<file path="config.mk">
export PLATFORM = sky130hd
export DESIGN_NAME = program_loader_flat
export DESIGN_NICKNAME = d
export VERILOG_FILES = /design/src/rtl/program_loader_if.sv /design/src/rtl/program_loader.sv /design/src/flat_wrapper.sv
export SDC_FILE = /design/constraint.sdc
export NUM_CORES = 1
export LEC_CHECK = 0
export ABC_AREA = 1
export BUFFER_PORTS_ARGS = -buffer_cell sky130_fd_sc_hd__buf_2
export CORE_MARGIN = 5
export CORE_UTILIZATION = 45
export DETAILED_ROUTE_END_ITERATION = 10
export SLEW_MARGIN = 20
export SYNTH_ARGS = -nofsm -noshare
export SYNTH_HDL_FRONTEND = slang
export SYNTH_SLANG_ARGS = --single-unit
</file>
<file path="constraint.sdc">
create_clock -name clk -period 2 [get_ports clk]
set_input_delay 0.2 -clock clk [delete_from_list [all_inputs] [get_ports clk]]
set_output_delay 0.2 -clock clk [all_outputs]
set_load 0.02 [all_outputs]
</file>
<file path="src/rtl/program_loader_if.sv">
// Byte-stream input and program-memory write-port bundle for program_loader.
// The master side is the byte source and memory observer; the slave side is the loader itself.
interface program_loader_if;
   logic [7:0]  Rx_Data_i;
   logic        Rx_Valid_i;
   logic        Mem_Write_o;
   logic [31:0] Mem_Address_o;
   logic [31:0] Mem_Data_o;
   logic        Core_Reset_o;
   logic        Done_o;
   logic        Error_o;

   modport master (
      output Rx_Data_i,
      output Rx_Valid_i,
      input  Mem_Write_o,
      input  Mem_Address_o,
      input  Mem_Data_o,
      input  Core_Reset_o,
      input  Done_o,
      input  Error_o
   );

   modport slave (
      input  Rx_Data_i,
      input  Rx_Valid_i,
      output Mem_Write_o,
      output Mem_Address_o,
      output Mem_Data_o,
      output Core_Reset_o,
      output Done_o,
      output Error_o
   );
endinterface

</file>
<file path="src/rtl/program_loader.sv">
// Byte-stream program loader: parses 0xA5/length/words frames into program-memory writes.
// Optional trailing XOR checksum byte is enabled by defining LOADER_CHECKSUM_EN.
module program_loader #(
   parameter int unsigned MEMORY_DEPTH = 64,
   parameter logic [31:0] BASE_ADDRESS = 32'h0040_0000
) (
   input  logic            clk,
   input  logic            reset,
   program_loader_if.slave bus
);
   localparam logic [7:0] MAGIC = 8'hA5;

   typedef enum logic [2:0] {
      S_IDLE,
      S_LEN_LO,
      S_LEN_HI,
      S_DATA,
`ifdef LOADER_CHECKSUM_EN
      S_CHECK,
`endif
      S_DONE,
      S_ERROR
   } state_t;

   state_t      r_state;
   logic [15:0] r_len;
   logic [31:0] r_index;
   logic [1:0]  r_byte_cnt;
   logic [31:0] r_word;
   logic [7:0]  r_csum;
   logic        r_mem_write;
   logic [31:0] r_mem_addr;
   logic [31:0] r_mem_data;
   logic        r_core_reset;
   logic        r_done;
   logic        r_error;

   logic [7:0]  w_rx_byte;
   logic        w_rx_magic;
   logic [31:0] w_len_full;
   logic [31:0] w_last_index;
   logic [31:0] w_word_addr;
   logic [31:0] w_word_next;
   logic [31:0] w_depth;

   assign w_rx_byte    = bus.Rx_Data_i;
   assign w_rx_magic   = (bus.Rx_Data_i == MAGIC);
   assign w_len_full   = {16'h0000, bus.Rx_Data_i, r_len[7:0]};
   assign w_last_index = {16'h0000, r_len} - 32'd1;
   assign w_word_addr  = BASE_ADDRESS + (r_index << 2);
   assign w_depth      = 32'(MEMORY_DEPTH);

   // Incoming byte lands in lane r_byte_cnt; the other lanes keep what was assembled so far.
   for (genvar gi = 0; gi < 4; gi++) begin : g_lane
      assign w_word_next[gi*8 +: 8] = (r_byte_cnt == 2'(gi)) ? w_rx_byte : r_word[gi*8 +: 8];
   end

   always_ff @(posedge clk or negedge reset) begin
      if (!reset) begin
         r_state      <= S_IDLE;
         r_len        <= 16'h0000;
         r_index      <= 32'h0000_0000;
         r_byte_cnt   <= 2'd0;
         r_word       <= 32'h0000_0000;
         r_csum       <= 8'h00;
         r_mem_write  <= 1'b0;
         r_mem_addr   <= BASE_ADDRESS;
         r_mem_data   <= 32'h0000_0000;
         r_core_reset <= 1'b0;
         r_done       <= 1'b0;
         r_error      <= 1'b0;
      end else begin
         r_mem_write <= 1'b0;
         if (bus.Rx_Valid_i) begin
            case (r_state)
               S_IDLE: begin
                  if (w_rx_magic) begin
                     r_state <= S_LEN_LO;
                     r_csum  <= 8'h00;
                  end
               end

               S_LEN_LO: begin
                  r_len[7:0] <= w_rx_byte;
                  r_state    <= S_LEN_HI;
               end

               S_LEN_HI: begin
                  r_len[15:8] <= w_rx_byte;
                  if (w_len_full > w_depth) begin
                     r_state      <= S_ERROR;
                     r_error      <= 1'b1;
                     r_core_reset <= 1'b0;
                  end else if (w_len_full == 32'd0) begin
`ifdef LOADER_CHECKSUM_EN
                     r_state <= S_CHECK;
`else
                     r_state      <= S_DONE;
                     r_done       <= 1'b1;
                     r_core_reset <= 1'b1;
`endif
                  end else begin
                     r_state    <= S_DATA;
                     r_index    <= 32'h0000_0000;
                     r_byte_cnt <= 2'd0;
                  end
               end

               S_DATA: begin
                  r_word     <= w_word_next;
                  r_byte_cnt <= r_byte_cnt + 2'd1;
                  r_csum     <= r_csum ^ w_rx_byte;
                  if (r_byte_cnt == 2'd3) begin
                     r_mem_write <= 1'b1;
                     r_mem_addr  <= w_word_addr;
                     r_mem_data  <= w_word_next;
                     r_index     <= r_index + 32'd1;
                     if (r_index == w_last_index) begin
`ifdef LOADER_CHECKSUM_EN
                        r_state <= S_CHECK;
`else
                        r_state      <= S_DONE;
                        r_done       <= 1'b1;
                        r_core_reset <= 1'b1;
`endif
                     end
                  end
               end

`ifdef LOADER_CHECKSUM_EN
               S_CHECK: begin
                  if (w_rx_byte == r_csum) begin
                     r_state      <= S_DONE;
                     r_done       <= 1'b1;
                     r_core_reset <= 1'b1;
                  end else begin
                     r_state      <= S_ERROR;
                     r_error      <= 1'b1;
                     r_core_reset <= 1'b0;
                  end
               end
`endif

               // A new magic byte restarts loading and puts the core back into reset.
               S_DONE, S_ERROR: begin
                  if (w_rx_magic) begin
                     r_state      <= S_LEN_LO;
                     r_csum       <= 8'h00;
                     r_done       <= 1'b0;
                     r_error      <= 1'b0;
                     r_core_reset <= 1'b0;
                  end
               end

               default: begin
                  r_state <= S_IDLE;
               end
            endcase
         end
      end
   end

   assign bus.Mem_Write_o   = r_mem_write;
   assign bus.Mem_Address_o = r_mem_addr;
   assign bus.Mem_Data_o    = r_mem_data;
   assign bus.Core_Reset_o  = r_core_reset;
   assign bus.Done_o        = r_done;
   assign bus.Error_o       = r_error;
endmodule

</file>
<file path="src/flat_wrapper.sv">
// flat-port wrapper written by rule: the top's interface ports become plain ports
module program_loader_flat 
#(
   parameter int unsigned MEMORY_DEPTH = 64,
   parameter logic [31:0] BASE_ADDRESS = 32'h0040_0000
)
  (clk, reset, bus_Rx_Data_i, bus_Rx_Valid_i, bus_Mem_Write_o, bus_Mem_Address_o, bus_Mem_Data_o, bus_Core_Reset_o, bus_Done_o, bus_Error_o);
  program_loader_if bus_i ();
  input  logic clk;
  input  logic reset;
  input wire logic [$bits(bus_i.Rx_Data_i)-1:0] bus_Rx_Data_i;
  input wire logic [$bits(bus_i.Rx_Valid_i)-1:0] bus_Rx_Valid_i;
  output wire logic [$bits(bus_i.Mem_Write_o)-1:0] bus_Mem_Write_o;
  output wire logic [$bits(bus_i.Mem_Address_o)-1:0] bus_Mem_Address_o;
  output wire logic [$bits(bus_i.Mem_Data_o)-1:0] bus_Mem_Data_o;
  output wire logic [$bits(bus_i.Core_Reset_o)-1:0] bus_Core_Reset_o;
  output wire logic [$bits(bus_i.Done_o)-1:0] bus_Done_o;
  output wire logic [$bits(bus_i.Error_o)-1:0] bus_Error_o;
  assign bus_i.Rx_Data_i = bus_Rx_Data_i;
  assign bus_i.Rx_Valid_i = bus_Rx_Valid_i;
  assign bus_Mem_Write_o = bus_i.Mem_Write_o;
  assign bus_Mem_Address_o = bus_i.Mem_Address_o;
  assign bus_Mem_Data_o = bus_i.Mem_Data_o;
  assign bus_Core_Reset_o = bus_i.Core_Reset_o;
  assign bus_Done_o = bus_i.Done_o;
  assign bus_Error_o = bus_i.Error_o;
  program_loader #(.MEMORY_DEPTH(MEMORY_DEPTH), .BASE_ADDRESS(BASE_ADDRESS)) u_core (.clk(clk), .reset(reset), .bus(bus_i));
endmodule
</file>
# After elaboration in Yosys (flattened, before gate mapping)
# Index checks and enable logic that the tools add are counted.
# totals
ff_bits	153
ramBits	0
elab_cells	84
inputBits	11
out_inout_bits	68
memories	0
romBits	0
latch_bits	0
# op_classes
bitwise	0
div	0
n_mul	0
shift	0
eq_ne	19
n_addsub	4
n_lt_le_gt_ge	1
reduce_logical	18
n_mux	30
# op_table
cell	n
$mux W32	3
$pmux W32 S2	1
$add A23 B32 Y32 const A	1
$add A32 B1 Y32 const B	1
$eq A32 B32 Y1	1
$logic_not A32 Y1	1
$mux W8	4
$sub A16 B1 Y17 const B	1
$gt A16 B7 Y1 const B	1
$mux W3	5
$ne A2 B1 Y1 const B	6
$pmux W3 S4	1
$reduce_and A4 Y1	3
$mux W1	10
$eq A8 B8 Y1 const B	1
$reduce_and A7 Y1	1
$eq A3 B2 Y1 const B	2
$eq A3 B3 Y1 const B	2
$pmux W1 S3	2
$reduce_and A2 Y1	3
$reduce_and A6 Y1	1
$reduce_and A5 Y1	1
$eq A2 B2 Y1 const B	2
$mux W2	2
other kinds (14)	16

# Longest topological paths before layout
# logic_depth
word_depth	5
mapped_depth	16
mapped_depth_nobuf	16

# Least setup slack after synthesis
# Ideal clock, no wire load.
# synth_path
path_kind	flip-flop to flip-flop
start	reg u_core.r_len[0]
end	reg u_core.r_state[2]
t_arrival_ns	1.714
setup_ns	0.117
stages_incl_launch_ff	16
path_buffers	0
required_ns	1.883
synth_period_minus_slack_ns	1.830
slack_ns	0.170
path_cell_list	dfrtp_1 inv_1 ha_1 nand2_2 nor2_4 nand2_1 nand3_1 nand2_1 nor2_1 nand2_1 nor2_1 nand3_1 nand2_2 nand2_1 nand2_1 nand2_1
# synth_between
elab_chain_len	4
word_cells_on_any_way	9
classes_between	1 x add/sub; 1 x order compare; 2 x eq/ne; 3 x mux; 2 x reduce/logical
# synth_rtl
item	line_no	text
start: declaration	program_loader.sv:26	logic [15:0] r_len;
start signal: assignment	program_loader.sv:84	r_len[7:0] <= w_rx_byte;
$sub A16 B1 Y17 / $logic_not A32 Y1 (equally long branches)	program_loader.sv:49, program_loader.sv:94	
$eq A32 B32 Y1 / $mux W3 (equally long branches)	program_loader.sv:118, program_loader.sv:94	
$ne A2 B1 Y1 (no line) / $mux W3 (equally long branches)	--	
$reduce_and A4 Y1 (no line) / $pmux W3 S4 (equally long branches)	--	
end signal: assignment	program_loader.sv:60	r_state <= S_IDLE;
end signal: assignment	program_loader.sv:78	r_state <= S_LEN_LO;
end signal: assignment	program_loader.sv:122	r_state <= S_DONE;
end: declaration	program_loader.sv:25	state_t r_state;
# Parallel ways exist; a longest one is shown, timed or not.
# A chain may end at the register's enable or synchronous reset.

# Worst setup path in the final report
# layout_path
start	reg u_core.r_len[1]
end	reg u_core.r_index[20]
# layout_between
elab_chain_len	3
word_cells_on_any_way	5
classes_between	1 x order compare; 2 x eq/ne; 2 x reduce/logical
# layout_rtl
item	line_no	text
$gt A16 B7 Y1 / $logic_not A32 Y1 (equally long branches)	program_loader.sv:90, program_loader.sv:94	
$ne A2 B2 Y1 (no line)	--	
$reduce_and A5 Y1 (no line) *	--	
end signal: assignment	program_loader.sv:117	r_index <= r_index + 32'd1;
end: declaration	program_loader.sv:27	logic [31:0] r_index;
# Every way passes the cells marked *; elsewhere a longest branch is shown, timed or not.

==> impl_metrics.toml <==
[floorplanning]
core_area_mm2 = 0.0165
dieArea_mm2 = 0.0195
io_pins = 79
row_count = 47
fp.dieH_um = 140
die-width_um = 140
start_util_pct = 45.9

[cts]
cts_root_buffer = "clkbuf_16"
cts.sink_count = 143
cts.path.max_buffers = 2
clkTransAtPathRegs_ns = 0.06
htree_levels = 4
cts_buffers = 17
clk_latency_ns = 0.43
tritoncts = "done"

[layout]
syn2layout_area_growth_pct = 23.8
fin_cells = 1366
antenna_cells = 0
nets = 1153
fill_cells = 1535
drive_gt1_share_pct = 18.8

[critical_path]
critPathMaxFanout = 9
path_cells = "inv_2, ha_1, inv_1, nor2_2, nand3_1, nand2_1, nand2_2, inv_2, nor2_2, inv_2, nand3_4, nor2_4, buf_12, nand3_1, nand2_1, o21ai_1, nor2_1"
worst-path-buf-inv = 5
critPathTopFamily = "simple AND/OR/NAND/NOR gates"
critPathMaxStageDelay_ns = 0.40
crit_top_cell = "inv_2"
cp.required_ns = 2.35
crit_type = "register to register"
critPathArrivalTime_ns = 2.35
cp-end-kind = "register"
critPathSlowestCell = "dfrtp_1"
cp-start-kind = "register"

[drt]
totalWireLength_um = 21200
viasPerCell = 5.11
drc = 0
num_vias = 6984
firstDrtPassIters = 8
drtIter0Drc = 458
antenna_left = 0
wire_per_inst_um = 15.5

[place]
dp_cells = 1323
place_congestion = 0.885
port_buffers = 76
dp_hpwl_um = 15300

[timing]
rsz0062_at_grt = "true"
clock.fmax_mhz = 501
setup_viol = 0
drv_slew = 0
worst_slew_pin_slew_ns = 0.521
fin_crit_ns = 2.00
max_slew_margin_pct = 65.3
fin_crit_sh_pct = 99.8
fin_skew_ns = 0.00720
hold_viol = 0
whs_ns = 0.109

[pwr]
p_leak_nw = 4.51
p_int_mw = 9.00
power.share.sequential_pct = 34.3
max-vdd-ir-drop_mv = 0.726
switching_share_pct = 42.8
power.switching_mw = 6.72
power_density_mw_per_mm2 = 1680
pwr-share-comb_pct = 43.9
clkPwrFrac_pct = 21.8

[grt]
grt_pass1_wl_um = 34800
antenna_found_initial = 0
grtUsageTotal_pct = 21.9
grt_max_degree = 54
overflow = 0
grt_pass1_vias = 6857

[yosys]
syn_avg_cell_area_um2 = 7.50
syn_inst = 1010
yosysWarnings = 0
synth-edff-count = 0
ys.flop_type = "dfrtp_1"
synth-seq-cells = 143
ys_seq_area_share_pct = 47.2
synth.distinct_cells = 35
netlist_area_mm2 = 0.00758
synth-async-reset-ratio_pct = 100

[flow_run]
drv_cap = 0

[hold_path]
hold_path_class = "input pin to register"

[status]
outcome = "finished, final reports clean"
## placed cells by master (no fill, tap or decap), types with 2 or more instances in the layout
cell type and n:
inv_2 13, and2_1 2, nand3b_1 7, buf_6 4, buf_4 47, bufinv_16 4, inv_6 3, nor2_1 79
clkbuf_16 21, o21ai_1 45, o21ai_0 90, nand2_1 335, ha_1 7, nand3_1 34, xnor2_1 7, nor3_1 20
nor2_8 2, a21oi_2 2, nor2_2 10, buf_12 6, buf_2 75, a31oi_1 4, xor2_1 19, or2_2 2
inv_1 93, nand2_2 6, a21oi_1 8, conb_1 2, nor2_4 8, nor4_1 5, dfrtp_1 141, clkinv_2 4
nand4_1 29
## registers in the layout (all words and copies together), names as in the netlist
signal,count
u_core.r_state,3
u_core.bus.Core_Reset_o,1
u_core.bus.Mem_Write_o,1
u_core.r_index,32
u_core.bus.Error_o,1
u_core.r_len,16
u_core.r_byte_cnt,2
u_core.r_word,24
u_core.bus.Done_o,1
u_core.bus.Mem_Address_o,30
u_core.bus.Mem_Data_o,32
## synth_stat cells, types with 3 or more instances
library cell,n,area share (%)
nand2_1,338,17
inv_1,96,4.8
buf_4,5,0.50
nor2_4,4,0.59
clkbuf_1,12,0.59
xnor2_1,7,0.81
inv_2,10,0.50
nand2_2,4,0.33
a31oi_1,4,0.33
nor4_1,5,0.41
nor2_2,8,0.66
nor3_1,20,1.3
xor2_1,19,2.2
o21ai_0,113,7.5
nand3_1,34,2.2
nand4_1,29,2.4
nand3b_1,7,0.69
buf_2,10,0.66
a21oi_1,10,0.66
ha_1,8,1.3
nor2_1,85,4.2
buf_1,3,0.15
o21ai_1,22,1.5
dfrtp_1,142,47
## power by group through the flow
stage / combinational, mW / clock (mW) / sequential, mW
after global routing: 7.74 / 3.63 / 5.56
after CTS: 6.55 / 3.47 / 5.34
after floorplan: 3.60 / 0 / 5.97
after detailed placement: 6.49 / 0 / 5.37
final: 6.90 / 3.43 / 5.39
after global placement: 6.42 / 0 / 5.36
## cell type report
| cell class | count | area [um^2] | share of cell area, % |
|---|---|---|---|
| clock inverters | 13 | 185 | 1.97 |
| clock buffers | 18 | 439 | 4.68 |
| multi-input cells | 728 | 3490 | 37.2 |
| well taps | 220 | 275 | 2.93 |
| repair buffers | 137 | 1000 | 10.7 |
| inverters | 107 | 404 | 4.31 |
| flip-flops and latches | 143 | 3580 | 38.2 |
## worst register-to-register path: cells and delay by family (launching register included)
| kind | cells | cell delay (ns) |
|---|---|---|
| AO/OA/AOI/OAI | 1 | 0.05 |
| adder cells (fa/ha/maj) | 1 | 0.14 |
| buffers and inverters | 5 | 0.44 |
| flip-flops | 1 | 0.40 |
| AND/OR/NAND/NOR | 10 | 0.90 |
## repair_timing
action | 4_1_cts | 5_1_grt
pin swaps | 1 | 14
buffers inserted | 0 | 7
hold buffers | 1 | 0
hold endpoints to repair | 48 | 0
resized for setup | 5 | 43
cloned | 0 | 4
setup endpoints to repair | 12 | 36
## through the flow
stage	setup WS (ns)	area, um^2	setup TNS, ns	utilization [%]	total power [mW]
4_1_cts	-0.00447	9150	-0.00447	55.4	15.4
6_report	0.00481	9380	0	56.8	15.7
2_1_floorplan	0.170	7580	0	-	9.58
3_5_place_dp	-0.0231	8510	-0.0529	51.5	11.9
3_3_place_gp	0.00464	8510	0	51.5	11.8
5_1_grt	-0.206	9380	-3.48	56.8	16.9
## worst paths after layout
path / startpoint / endpoint / slack [ns] / cells after the start
max reg2reg: u_core.r_len[1] / u_core.r_index[20] / 0.005 / 17
max: u_core.r_len[1] / u_core.r_index[20] / 0.005 / 17
min reg2reg: u_core.bus.Mem_Data_o[6] / u_core.bus.Mem_Data_o[6] / 0.47 / 2
min in group asynchronous: reset / u_core.bus.Mem_Address_o[24] / 0.30 / 2
max in group asynchronous: reset / u_core.bus.Mem_Data_o[2] / 0.96 / 3
min: bus_Rx_Data_i[0] / u_core.bus.Mem_Data_o[24] / 0.11 / 3
## routing by layer
metal	up-vias	wire, um	global-route usage, %
li1	3478	-	-
met1	3297	9700	29.9
met2	167	9850	34.5
met3	42	1040	4.29
met4	0	622	8.82
met5	-	0	0
## kinds of logic (layout without fill, tap and decap cells)
logic type,Yosys count,count (layout),synth area share [%]
flip-flops,143,143,47.2
buffers and inverters,140,275,7.60
other,1,2,0.0495
AO/OA/AOI/OAI,150,150,10.0
XOR/XNOR,26,26,3.01
AND/OR/NAND/NOR,542,542,30.8
adder cells (fa/ha/maj),8,8,1.32
Note: power is estimated with default switching activity, not from simulation.
